`config.mk`:
```
export PLATFORM = sky130hd
export DESIGN_NAME = bandai_unlock_rx
export DESIGN_NICKNAME = d
export VERILOG_FILES = /design/src/rtl/bandai_pkg.sv /design/src/rtl/bandai_unlock_rx.sv
export SDC_FILE = /design/constraint.sdc
export NUM_CORES = 1
export LEC_CHECK = 0
export BUFFER_PORTS_ARGS = -buffer_cell sky130_fd_sc_hd__buf_2
export CORE_MARGIN = 2
export CORE_UTILIZATION = 42
export CTS_BUF_LIST = sky130_fd_sc_hd__clkbuf_4 sky130_fd_sc_hd__clkbuf_8
export DETAILED_ROUTE_END_ITERATION = 10
export GPL_TIMING_DRIVEN = 0
export PLACE_DENSITY_LB_ADDON = 0.3
export SLEW_MARGIN = 20
export SYNTH_ARGS = -nofsm -noshare
export SYNTH_HDL_FRONTEND = slang
export SYNTH_SLANG_ARGS = --single-unit
```
`constraint.sdc`:
```
create_clock -name CLK -period 1.4 [get_ports CLK]
set_input_delay 0.07 -clock CLK [delete_from_list [all_inputs] [get_ports CLK]]
set_output_delay 0.07 -clock CLK [all_outputs]
set_load 0.01 [all_outputs]
```
`src/rtl/bandai_pkg.sv`:
```
// Shared constants and FSM state type for the Bandai 2003 cartridge unlock receiver.
package bandai_pkg;

  localparam logic [7:0]  ADDR_UNLOCK_REQ = 8'hA5;
  localparam logic [17:0] UNLOCK_WORD     = 18'h05140;
  localparam int          UNLOCK_BITS     = 18;

  typedef enum logic [2:0] {
    ST_IDLE,
    ST_CRST,
    ST_REQ,
    ST_SHIFT,
    ST_CHECK
  } state_e;

endpackage

```
`src/rtl/bandai_unlock_rx.sv`:
```
// Console-side receiver for the Bandai 2003 unlock handshake; sets sticky UNLOCKED (SYSTEM_CTRL1 bit 7).
// BANDAI_UNLOCK_CART_RESET_EN adds a CART_RST pulse (CRST state) before every handshake.
//
// state | meaning
// IDLE  | waiting for START
// CRST  | CART_RST held high to re-arm the cartridge (macro builds only)
// REQ   | one cycle presenting the unlock-request address
// SHIFT | 18 cycles capturing SI, LSB first
// CHECK | compare captured word; result registered on exit
module bandai_unlock_rx
  import bandai_pkg::*;
#(
  parameter logic [17:0] PATTERN         = UNLOCK_WORD,
  parameter int          CART_RST_CYCLES = 4
) (
  input  logic        CLK,
  input  logic        RST,
  input  logic        START,
  input  logic        SI,
  output logic [7:0]  ADDR_O,
  output logic        CART_RST,
  output logic        BUSY,
  output logic        DONE,
  output logic        FAIL,
  output logic        UNLOCKED,
  output logic [17:0] RX_WORD
);

  state_e      state_q, state_d;
  logic [4:0]  cnt_q, cnt_d;
  logic [17:0] shreg_q, shreg_d;
  logic [7:0]  addr_q, addr_d;
  logic        busy_q, busy_d;
  logic        done_q, done_d;
  logic        fail_q, fail_d;
  logic        unl_q, unl_d;
  logic [17:0] rx_q, rx_d;

`ifdef BANDAI_UNLOCK_CART_RESET_EN
  localparam int CRST_W = (CART_RST_CYCLES > 1) ? $clog2(CART_RST_CYCLES) : 1;
  logic [CRST_W-1:0] crst_cnt_q, crst_cnt_d;
  logic              crst_q, crst_d;
  assign CART_RST = crst_q;
`else
  logic unused_crst_cfg;
  assign unused_crst_cfg = (CART_RST_CYCLES > 0);
  assign CART_RST        = 1'b0;
`endif

  always_comb begin
    state_d = state_q;
    cnt_d   = cnt_q;
    shreg_d = shreg_q;
    addr_d  = 8'h00;
    busy_d  = busy_q;
    done_d  = 1'b0;
    fail_d  = 1'b0;
    unl_d   = unl_q;
    rx_d    = rx_q;
`ifdef BANDAI_UNLOCK_CART_RESET_EN
    crst_cnt_d = crst_cnt_q;
    crst_d     = 1'b0;
`endif
    case (state_q)
      ST_IDLE: begin
        if (START) begin
          busy_d = 1'b1;
`ifdef BANDAI_UNLOCK_CART_RESET_EN
          state_d    = ST_CRST;
          crst_d     = 1'b1;
          crst_cnt_d = CRST_W'(CART_RST_CYCLES - 1);
`else
          state_d = ST_REQ;
          addr_d  = ADDR_UNLOCK_REQ;
`endif
        end
      end
      ST_CRST: begin
`ifdef BANDAI_UNLOCK_CART_RESET_EN
        if (crst_cnt_q == '0) begin
          state_d = ST_REQ;
          addr_d  = ADDR_UNLOCK_REQ;
        end else begin
          crst_cnt_d = crst_cnt_q - CRST_W'(1);
          crst_d     = 1'b1;
        end
`else
        state_d = ST_IDLE;
`endif
      end
      ST_REQ: begin
        state_d = ST_SHIFT;
        cnt_d   = 5'd0;
      end
      ST_SHIFT: begin
        shreg_d = {SI, shreg_q[17:1]};
        cnt_d   = cnt_q + 5'd1;
        if (cnt_q == 5'(UNLOCK_BITS - 1)) state_d = ST_CHECK;
      end
      ST_CHECK: begin
        state_d = ST_IDLE;
        rx_d    = shreg_q;
        busy_d  = 1'b0;
        // a failed compare never clears an earlier unlock
        if (shreg_q == PATTERN) begin
          done_d = 1'b1;
          unl_d  = 1'b1;
        end else begin
          fail_d = 1'b1;
        end
      end
      default: state_d = ST_IDLE;
    endcase
  end

  always_ff @(posedge CLK or posedge RST) begin
    if (RST) begin
      state_q <= ST_IDLE;
      cnt_q   <= 5'd0;
      shreg_q <= 18'h00000;
      addr_q  <= 8'h00;
      busy_q  <= 1'b0;
      done_q  <= 1'b0;
      fail_q  <= 1'b0;
      unl_q   <= 1'b0;
      rx_q    <= 18'h00000;
`ifdef BANDAI_UNLOCK_CART_RESET_EN
      crst_cnt_q <= '0;
      crst_q     <= 1'b0;
`endif
    end else begin
      state_q <= state_d;
      cnt_q   <= cnt_d;
      shreg_q <= shreg_d;
      addr_q  <= addr_d;
      busy_q  <= busy_d;
      done_q  <= done_d;
      fail_q  <= fail_d;
      unl_q   <= unl_d;
      rx_q    <= rx_d;
`ifdef BANDAI_UNLOCK_CART_RESET_EN
      crst_cnt_q <= crst_cnt_d;
      crst_q     <= crst_d;
`endif
    end
  end

  assign ADDR_O   = addr_q;
  assign BUSY     = busy_q;
  assign DONE     = done_q;
  assign FAIL     = fail_q;
  assign UNLOCKED = unl_q;
  assign RX_WORD  = rx_q;

endmodule

```
==> metrics.yaml <==
die:
  dieArea_um2: 5610
  io-pin-count: 35
  die_h_um: 74.9
  num_rows: 25
  core_area_um2: 4790
  start_util: 0.441
  die_w_um: 74.9
clock_tree:
  cts.sinks: 49
  path_clk_slew_ps: 80
  cts_tree: "done"
  clk_latency_ps: 300
  clockBufferDepth: 2
  h-tree-depth: 2
  numCtsBuffers: 5
  cts_root_buf: "clkbuf_8"
setup_path:
  end_kind: "register"
  cp_top_family: "flip-flops"
  worstPathArrival_ps: 1570
  worst-path-buf-inv: 2
  critPathMaxFanout: 5
  cp_cell_sequence: "nor3b_4 > buf_4 > buf_6 > mux2_2"
  cp_slowest_stage_delay_ps: 440
  cp_slowest_cell: "dfrtp_2"
  cp-start-kind: "register"
  crit_type: "reg -> reg"
  worstPathRequired_ps: 1590
final_layout:
  final_nets: 201
  post-route-util: 0.535
  drive_gt1_frac: 0.515
  n_antenna_cell: 0
  instances_no_fill: 263
  area_growth_pct: 21.5
  stdcell_area_um2: 2560
yosys:
  ys.flop_type: "dfrtp_1"
  ys_warn_count: 0
  synthTopCellsByCount: "dfrtp_1, mux2_2, mux2_4, buf_4, o21ai_0"
  synth_area_um2: 2110
  synth-async-reset-ratio: 1.00
  synth_top_cell_by_area: "dfrtp_1"
  synth_edf_count: 0
  synth.top_cell.area_share: 0.581
  ys_types: 27
  synth_area_per_cell_um2: 14.6
  yosysMostFrequentCell: "dfrtp_1"
  synth_area_leaders: "dfrtp_1, mux2_4, mux2_2, buf_4, buf_6"
  synth_seq_area_share: 0.581
  synth_cells: 144
  ys_seq_elements: 49
global_route:
  grt_max_degree: 29
  grt_antenna_before_repair: 0
  grt_pass1_wl_um: 5620
  grt_pass1_vias: 1204
  grt_use_total: 0.138
  gr-total-overflow: 0
timing:
  fmax_ghz: 0.727
  skew_ps: 8.24
  layout_setup_ws_ps: 23.6
  fin_hold_ws_ps: 58.3
  fin_crit_sh: 0.983
  final_max_slew_viol_count: 0
  setup_viol: 0
  finalSetupTns_ps: 0
  fin_crit_ps: 1380
  final_hold_viol_count: 0
routing:
  wl_per_cell_um: 13.7
  drtIter0Drc: 58
  route.detailed.drc: 0
  vias_per_cell: 4.73
  routed_wl_um: 3590
  num_vias: 1244
  ant_nets: 0
  dr.pass1.iters: 4
placed_design:
  dp.cells: 245
  globalplace.congestion: 0.756
  dp_slack_ps: -36.4
  hpwlAfterDp_um: 2440
  postPlaceCellArea_um2: 2370
  port_buffers: 29
power_and_ir_drop:
  fin_total_pwr_mw: 5.06
  leakagePower_nw: 1.22
  p_per_area_nw_per_um2: 1980
  ir_drop_mv: 0.641
run_status:
  status: "finished clean"
min_path:
  hold_class: "in -> reg"
flow_run:
  cap_violations: 0
registers in the layout (all words and copies together) (netlist names):
register / cells
state_q: 3
FAIL: 1
cnt_q: 5
ADDR_O: 1
shreg_q: 18
BUSY: 1
UNLOCKED: 1
DONE: 1
RX_WORD: 18
worst paths after layout:
path | cells past startpoint | from | slack, ps | endpoint
worst max-delay path | 4 | state_q[0] | 20 | RX_WORD[7]
worst min-delay path | 2 | START | 60 | ADDR_O[5]
worst max register to register | 4 | state_q[0] | 20 | RX_WORD[7]
worst min register to register | 1 | UNLOCKED | 490 | UNLOCKED
max in group asynchronous | 4 | RST | 560 | state_q[2]
min in group asynchronous | 3 | RST | 330 | RX_WORD[9]
layout make-up:
class	instances	area [um2]
Timing Repair Buffer	40	253
Multi-Input combinational cell	82	781
Clock buffer	6	76.3
Inverter	5	18.8
Clock inverter	2	15.0
Sequential cell	49	1230
Buffer	12	105
Tap cell	67	83.8
Fill cell	412	2220
worst register-to-register path: stages, from the launching register on:
cell     delay (ps)
dfrtp_2         440
nor3b_4         220
buf_4           160
buf_6           120
mux2_2          330
what timing repair did:
action,4_1_cts,5_1_grt
pin swaps,1,1
setup buffers,2,4
endpoints found under the hold margin,22,0
endpoints found under the setup margin,17,17
resized for setup,2,7
hold buffers,2,0
cloned,0,2
report_power, final:
part | leakage, nW | switching [mW] | internal, mW
clock | 0.0408 | 0.461 | 0.372
combinational | 0.598 | 0.719 | 1.22
sequential | 0.579 | 0.428 | 1.87
per-layer routing:
layer,track usage,routed length (um)
met5,0,0
met3,0.0442,142
met4,0.0476,44
met2,0.224,1790
met1,0.175,1620
placed cells by master, fill, tap and decap left out, types with 3 or more instances in the layout:
cell       n
buf_2     29
mux2_2    19
inv_1      4
nand3_1    3
nor4b_1    3
buf_4     14
buf_6      6
nand2_1    5
dfrtp_1   46
clkbuf_8   5
o21ai_0    6
mux2_4    17
dfrtp_2    3
conb_1     5
nor2_1     4
cells by family (layout without fill, tap and decap cells):
group,after synthesis,count (layout),synth area share
AOI/OAI and AO/OA,12,12,0.0332
adders and majority gates,2,2,0.0119
buffers and inverters,17,65,0.0587
DFF,49,49,0.581
muxes,37,37,0.227
other,1,5,0.00178
and+or+nand+nor,26,26,0.0860
No activity file was read; power rests on OpenSTA's default activity.
